**config.mk**
```make
export PLATFORM = sky130hd
export DESIGN_NAME = lc4_div_sequencer_flat
export DESIGN_NICKNAME = d
export VERILOG_FILES = /design/src/rtl/lc4_div_sequencer_if.sv /design/src/rtl/lc4_div_sequencer.sv /design/src/flat_wrapper.sv
export SDC_FILE = /design/constraint.sdc
export NUM_CORES = 1
export LEC_CHECK = 0
export BUFFER_PORTS_ARGS = -buffer_cell sky130_fd_sc_hd__buf_4
export CORE_ASPECT_RATIO = 1.25
export CORE_UTILIZATION = 40
export CTS_CLUSTER_DIAMETER = 120
export CTS_CLUSTER_SIZE = 14
export DETAILED_ROUTE_END_ITERATION = 7
export PLACE_DENSITY = 0.66
export SLEW_MARGIN = 30
export SYNTH_ARGS = -nofsm -noshare
export SYNTH_HDL_FRONTEND = slang
export SYNTH_SLANG_ARGS = --single-unit
```
**constraint.sdc**
```tcl
create_clock -name i_clk -period 3.82 [get_ports i_clk]
set_input_delay 0.573 -clock i_clk [delete_from_list [all_inputs] [get_ports i_clk]]
set_output_delay 0.573 -clock i_clk [all_outputs]
set_load 0.03 [all_outputs]
```
**src/rtl/lc4_div_sequencer_if.sv**
```systemverilog
// Request/response bundle for the LC4 multi-cycle DIV/MOD sequencer.
// The master issues operands and accepts results; the slave is the divider.
interface lc4_div_sequencer_if #(
    parameter int unsigned WIDTH = 16
) ();
    logic             req_valid;
    logic             req_ready;
    logic [WIDTH-1:0] dividend;
    logic [WIDTH-1:0] divisor;
    logic             rsp_valid;
    logic             rsp_ready;
    logic [WIDTH-1:0] quotient;
    logic [WIDTH-1:0] remainder;
    logic             busy;

    modport master (
        output req_valid, dividend, divisor, rsp_ready,
        input  req_ready, rsp_valid, quotient, remainder, busy
    );

    modport slave (
        input  req_valid, dividend, divisor, rsp_ready,
        output req_ready, rsp_valid, quotient, remainder, busy
    );
endinterface

```
**src/rtl/lc4_div_sequencer.sv**
```systemverilog
// Radix-2 restoring unsigned divider for LC4 DIV/MOD, one quotient bit per cycle.
// Divide-by-zero returns q=0, r=0 one edge after accept.
module lc4_div_sequencer #(
    parameter int unsigned WIDTH = 16
) (
    input logic                  i_clk,
    input logic                  i_rst_n,
    lc4_div_sequencer_if.slave   bus
);
    localparam int unsigned CntW = (WIDTH > 1) ? $clog2(WIDTH) : 1;

    typedef enum logic [1:0] {
        StIdle = 2'd0,
        StRun  = 2'd1,
        StDone = 2'd2
    } state_e;

    state_e           state_q, state_d;
    logic [CntW-1:0]  cnt_q, cnt_d;
    logic [WIDTH-1:0] rem_q, rem_d;
    logic [WIDTH-1:0] dq_q, dq_d;
    logic [WIDTH-1:0] dvs_q, dvs_d;
    logic [WIDTH-1:0] quo_q, quo_d;
    logic [WIDTH-1:0] rmd_q, rmd_d;

    logic [WIDTH:0]   trial;
    logic             ge;
    logic [WIDTH-1:0] rem_step;
    logic [WIDTH-1:0] dq_step;

    // The extra top bit keeps the shifted-out MSB when divisor >= 2^(WIDTH-1).
    always_comb begin
        trial    = {rem_q, dq_q[WIDTH-1]};
        ge       = (trial >= {1'b0, dvs_q});
        rem_step = ge ? (trial[WIDTH-1:0] - dvs_q) : trial[WIDTH-1:0];
        dq_step  = (dq_q << 1) | WIDTH'(ge);
    end

    always_comb begin
        state_d = state_q;
        cnt_d   = cnt_q;
        rem_d   = rem_q;
        dq_d    = dq_q;
        dvs_d   = dvs_q;
        quo_d   = quo_q;
        rmd_d   = rmd_q;
        case (state_q)
            StIdle: begin
                if (bus.req_valid) begin
                    dvs_d = bus.divisor;
                    rem_d = '0;
                    cnt_d = '0;
                    if (bus.divisor == '0) begin
                        dq_d    = '0;
                        quo_d   = '0;
                        rmd_d   = '0;
                        state_d = StDone;
                    end else begin
                        dq_d    = bus.dividend;
                        state_d = StRun;
                    end
                end
            end
            StRun: begin
                rem_d = rem_step;
                dq_d  = dq_step;
                cnt_d = cnt_q + CntW'(1);
                if (cnt_q == CntW'(WIDTH - 1)) begin
                    quo_d   = dq_step;
                    rmd_d   = rem_step;
                    state_d = StDone;
                end
            end
            StDone: begin
                if (bus.rsp_ready) begin
                    state_d = StIdle;
                end
            end
            default: state_d = StIdle;
        endcase
    end

    always_ff @(posedge i_clk) begin
        if (!i_rst_n) begin
            state_q <= StIdle;
            cnt_q   <= '0;
            rem_q   <= '0;
            dq_q    <= '0;
            dvs_q   <= '0;
            quo_q   <= '0;
            rmd_q   <= '0;
        end else begin
            state_q <= state_d;
            cnt_q   <= cnt_d;
            rem_q   <= rem_d;
            dq_q    <= dq_d;
            dvs_q   <= dvs_d;
            quo_q   <= quo_d;
            rmd_q   <= rmd_d;
        end
    end

    assign bus.req_ready = (state_q == StIdle);
    assign bus.rsp_valid = (state_q == StDone);
    assign bus.busy      = (state_q != StIdle);
    assign bus.quotient  = quo_q;
    assign bus.remainder = rmd_q;
endmodule

```
**src/flat_wrapper.sv**
```systemverilog
// flat-port wrapper written by rule: the top's interface ports become plain ports
module lc4_div_sequencer_flat 
#(
    parameter int unsigned WIDTH = 16
)
  (i_clk, i_rst_n, bus_req_valid, bus_dividend, bus_divisor, bus_rsp_ready, bus_req_ready, bus_rsp_valid, bus_quotient, bus_remainder, bus_busy);
  lc4_div_sequencer_if #(.WIDTH(WIDTH)) bus_i ();
  input logic i_clk;
  input logic i_rst_n;
  input wire logic [$bits(bus_i.req_valid)-1:0] bus_req_valid;
  input wire logic [$bits(bus_i.dividend)-1:0] bus_dividend;
  input wire logic [$bits(bus_i.divisor)-1:0] bus_divisor;
  input wire logic [$bits(bus_i.rsp_ready)-1:0] bus_rsp_ready;
  output wire logic [$bits(bus_i.req_ready)-1:0] bus_req_ready;
  output wire logic [$bits(bus_i.rsp_valid)-1:0] bus_rsp_valid;
  output wire logic [$bits(bus_i.quotient)-1:0] bus_quotient;
  output wire logic [$bits(bus_i.remainder)-1:0] bus_remainder;
  output wire logic [$bits(bus_i.busy)-1:0] bus_busy;
  assign bus_i.req_valid = bus_req_valid;
  assign bus_i.dividend = bus_dividend;
  assign bus_i.divisor = bus_divisor;
  assign bus_i.rsp_ready = bus_rsp_ready;
  assign bus_req_ready = bus_i.req_ready;
  assign bus_rsp_valid = bus_i.rsp_valid;
  assign bus_quotient = bus_i.quotient;
  assign bus_remainder = bus_i.remainder;
  assign bus_busy = bus_i.busy;
  lc4_div_sequencer #(.WIDTH(WIDTH)) u_core (.i_clk(i_clk), .i_rst_n(i_rst_n), .bus(bus_i));
endmodule
```
### After elaboration in Yosys (flattened, before gate mapping)

Index checks and enable logic that the tools add are counted.

* $add $sub $neg: 2
* $lt $le $gt $ge: 1
* eq/ne operators: 7
* muxes and demuxes: 19
* bitwise operators: 1
* reductions and logical operators: 8

Operator list (number)
* two-way mux 16 bit: 8
* one-hot mux 16 bit (2 select lines): 4
* greater-or-equal comparator 17 x 16 -> 1 bit: 1
* zero test 16 bit: 1
* bitwise OR 16 x 1 -> 16 bit: 1
* subtractor 16 bit: 1
* two-way mux 2 bit: 4
* one-hot mux 4 bit (2 select lines): 1
* one-hot mux 2 bit (3 select lines): 1
* adder 4 x 1 -> 4 bit (second input constant): 1
* equality test 4 bit (second input constant): 1
* two-way mux 4 bit: 1
* != test 2 x 1 -> 1 bit (second input constant): 2
* != test 2 bit (second input constant): 2
* AND reduction 2 bit: 2
* AND reduction 4 bit: 1
* nonzero test 2 bit: 2
* AND reduction 3 bit: 1
* equality test 2 x 1 -> 1 bit (second input constant): 1
* equality test 2 bit (second input constant): 1
* zero test 2 bit: 1

* register bits: 86
* input port bits: 36
* output and inout bits: 35

### Longest topological paths before layout

* depth in word-level cells: 4
* gate-level depth with buffers: 10

### Worst setup path after synthesis

No wires, ideal clock.

* path type: reg2reg
* from: reg u_core.dvs_q[2]
* to: reg u_core.rmd_q[12], in the netlist u_core.bus.remainder[12]
* arrival time: 2042 ps
* required time: 3703 ps
* setup slack: 1661 ps
* stages on the path, launching flop included: 10
* clock period less this slack: 2159 ps
* cells stage by stage: dfxtp_1 -> inv_1 -> ha_1 -> nor2b_1 -> o31a_1 -> o31a_1 -> o2111ai_1 -> nor3b_1 -> o31ai_2 -> a22o_1

* word-level cells in the longest chain between the ends: 4
* elaborated cells between the ends (all ways): 5
* classes of those cells: add/sub (1); order compare (1); mux (3)

RTL lines
* start, declared: RTL line lc4_div_sequencer.sv:22 `logic [WIDTH-1:0] dvs_q, dvs_d;`
* start signal, assigned: RTL line lc4_div_sequencer.sv:97 `dvs_q <= dvs_d;`
* subtractor 16 bit / greater-or-equal comparator 17 x 16 -> 1 bit (equally long branches): RTL line lc4_div_sequencer.sv:35, lc4_div_sequencer.sv:34
* two-way mux 16 bit (*): RTL line lc4_div_sequencer.sv:35 `rem_step = ge ? (trial[WIDTH-1:0] - dvs_q) : trial[WIDTH-1:0];`
* two-way mux 16 bit (*): RTL line lc4_div_sequencer.sv:68 `if (cnt_q == CntW'(WIDTH - 1)) begin`
* one-hot mux 16 bit (2 select lines) (*): RTL line lc4_div_sequencer.sv:47 `case (state_q)`
* end signal, assigned: RTL line lc4_div_sequencer.sv:99 `rmd_q <= rmd_d;`
* end, declared: RTL line lc4_div_sequencer.sv:24 `logic [WIDTH-1:0] rmd_q, rmd_d;`

Mark *: on every way between the ends. The rest lies on a longest branch, timed or not. The select of a mux whose other input is x is not followed.
A chain may end at the register's enable or synchronous reset.

### Worst setup path after layout

* from: reg u_core.dvs_q[6]
* to: reg u_core.rem_q[15]

* word-level cells in the longest chain between the ends: 3
* elaborated cells between the ends (all ways): 4
* classes of those cells: add/sub (1); order compare (1); mux (2)

RTL lines
* subtractor 16 bit / greater-or-equal comparator 17 x 16 -> 1 bit (equally long branches): RTL line lc4_div_sequencer.sv:35, lc4_div_sequencer.sv:34
* two-way mux 16 bit (*): RTL line lc4_div_sequencer.sv:35
* one-hot mux 16 bit (2 select lines) (*): RTL line lc4_div_sequencer.sv:47
* end signal, assigned: RTL line lc4_div_sequencer.sv:95 `rem_q <= rem_d;`
* end, declared: RTL line lc4_div_sequencer.sv:20 `logic [WIDTH-1:0] rem_q, rem_d;`

Mark *: on every way between the ends. The rest lies on a longest branch, timed or not.

==> results.cfg <==
[worst_setup_path]
ff2ff_path_depth = 9
crit_type = reg -> reg
crit_cells = 9
worst-path-buf-inv = 1
path_cells = inv_1 > ha_1 > a211o_1 > a21oi_2 > nand4b_1 > a311oi_1 > xnor2_1 > mux2i_1 > o21ai_1
endpoint_kind = register
crit_required_ns = 4.08
critical_path.top_delay_family = compound AO/OA/AOI/OAI gates
worstSetupStartpointType = register
path_max_fanout = 5
crit_arrival_ns = 2.75
worst_path_max_delay_cell = a311oi_1
cpPeakStageDelay_ns = 0.57

[yosys]
synth-seq-cells = 86
synth_edf_count = 0
post_synth_instance_area_um2 = 4310
synth_area_per_cell_um2 = 8.47
synth_area_leaders = dfxtp_1 (40%), nand2_1 (7.5%), a21boi_0 (5.7%)
ys.flop_type = dfxtp_1
yosysUniqueCellTypes = 64
ys_warn_count = 0
synthArstFlopShare = 0
yosysTopAreaCell = dfxtp_1
syn_inst = 509
yosysSeqAreaShare = 0.400
synth_nets = 563
synth_top_area_frac = 0.400

[detailed_routing]
vias = 3877
wl_per_cell_um = 16.3
routed_wl_um = 11500
drc_errors = 0
dr.first_iter.drc_count = 158
drtAntennaViolNets = 0
via_per_inst = 5.52
drt-pass1-iter-count = 4

[floorplan]
dieArea_um2 = 11200
die-width_um = 94.8
rows = 42
start_util = 0.410
die_y_um = 118
core_area_um2 = 10500
io_pins = 71

[sta]
min_period_over_period = 0.653
period_needed_ns = 2.49
fmax_mhz = 401
worst_pin_slew_ns = 0.711
finalMaxSlewViolations = 0
finClkSkew_ns = 0.00547
finalHoldViolCount = 0
finalSetupTns_ns = 0
max-slew-margin-rel = 0.526
rsz0062_at_grt = no
setup_viol = 0

[outcome]
run_status = completed

[grt]
grt_pass1_vias = 4055
grt_pass1_wl_um = 19100
grt_util_met3 = 0.0491
antenna_found_initial = 0
gr-total-overflow = 0
grt_use_total = 0.220
grtUsageMet1 = 0.236
grt_max_degree = 59
busiest_layer = met2
use_met2 = 0.394

[cts]
ctsHoldBuffers = 0
cts.clk_slew.worst_paths_ns = 0.06
cts_root_buf = clkbuf_16
clk_latency_ns = 0.33
htree_levels = 3
cts_sinks = 86
clockBufferDepth = 2
cts_tree = built
postCtsResizedCells = 0
cts_made_buffers = 9
post_cts_buffers = 0

[power]
p_leak_nw = 2.11
p_per_area_nw_per_um2 = 857
vdd_ir_drop_max_uv = 482

[final_layout]
drive_gt1_frac = 0.188
area_delta_synth_final_pct = 20.3
nets = 619
layout.cells.non_filler = 702
n_antenna_cell = 0
layout_common_cells = nand2_1 (86), dfxtp_1 (86), buf_4 (72)

[place]
hpwl_um = 8570
portBuffers = 70
dp.cells = 686
gp_congestion = 0.913

[flow_run]
cap_violations = 0

[hold_path]
whs_path_depth = 2
hold_path.class = reg -> reg
[final timing paths]
| check | start | endpoint | slack, ns |
|---|---|---|---|
| worst min register to register | u_core.bus.quotient[0] | u_core.bus.quotient[0] | 0.45 |
| worst min-delay path | u_core.bus.quotient[0] | u_core.bus.quotient[0] | 0.45 |
| worst max register to register | u_core.dvs_q[6] | u_core.rem_q[15] | 1.33 |
| worst max-delay path | u_core.dvs_q[6] | u_core.rem_q[15] | 1.33 |
[flip-flops by register name, indices dropped and copies added (netlist names)]
| name | flops |
|---|---|
| u_core.cnt_q | 4 |
| u_core.dq_q | 16 |
| u_core.bus.quotient | 16 |
| u_core.dvs_q | 16 |
| u_core.bus.remainder | 16 |
| u_core.rem_q | 16 |
| u_core.state_q | 2 |
[cells by family (layout without fill, tap and decap cells)]
kind of cell / count (synthesis) / count (layout) / share of synthesized area
and+or+nand+nor: 181 / 181 / 0.198
buffers and inverters: 48 / 109 / 0.0456
AOI/OAI and AO/OA: 161 / 161 / 0.270
DFF: 86 / 86 / 0.400
xor gates and xnor gates: 8 / 8 / 0.0163
muxes: 7 / 7 / 0.0163
adders and majority gates: 18 / 18 / 0.0540
[power breakdown]
| part | leakage [nW] | switching, mW | internal [mW] |
|---|---|---|---|
| clock network | 0.140 | 0.341 | 0.475 |
| logic | 1.27 | 1.49 | 1.04 |
| registers | 0.700 | 0.108 | 0.995 |
| total | 2.11 | 1.94 | 2.51 |
[stage by stage]
step                      area [um2]  setup WS, ns  total power [mW]  utilization  hold WS (ns)
after floorplan                 4310          1.66              3.15            -         0.437
after global placement          4900          1.33              3.58        0.466         0.441
after detailed placement        4900          1.27              3.60        0.467         0.452
after CTS                       5180          1.36              4.44        0.493         0.460
after global routing            5180          1.18              4.76        0.493         0.485
final                           5180          1.33              4.44        0.493         0.452
[final cells by class]
class	instances	area (um2)
Sequential cell	86	1720
Clock buffer	13	260
Fill cell	1065	5330
Multi-Input combinational cell	375	2400
Inverter	21	78.8
Clock inverter	3	18.8
Tap cell	132	165
Timing Repair Buffer	72	541
[synthesized netlist by cell type (2+ instances only)]
cell type,count
inv_1,21
a311oi_1,2
nand2b_1,3
a211o_1,2
o31a_1,2
nor2_1,32
xnor2_1,6
and4_1,2
nand2_1,86
nor3b_1,2
nor4_1,4
a21o_1,3
a32oi_1,4
a32o_1,4
a211oi_1,3
nor2b_1,6
ha_1,17
a21o_2,2
clkbuf_1,17
o31ai_2,2
a22o_1,8
and3_1,3
a21boi_0,33
and2_1,10
o21ai_0,44
nand3_1,21
dfxtp_1,86
a21oi_1,11
a31oi_1,2
mux2i_1,7
o21ai_1,2
a221oi_1,16
o211ai_1,2
o21bai_1,2
xor2_1,2
o21a_1,5
buf_1,4
buf_2,4
nand4b_1,2
[tightest hold or removal path, stage by stage (launching register included)]
cell     delay [ns]
dfxtp_1        0.31
nand2_1        0.05
nand2_1        0.04
[per-layer routing]
| metal | vias to the layer above | wire length [um] |
|---|---|---|
| li1 | 1929 | - |
| met1 | 1834 | 4490 |
| met2 | 85 | 6080 |
| met3 | 29 | 443 |
| met4 | 0 | 456 |
| met5 | - | 0 |
(Power assumes the default switching activity.)
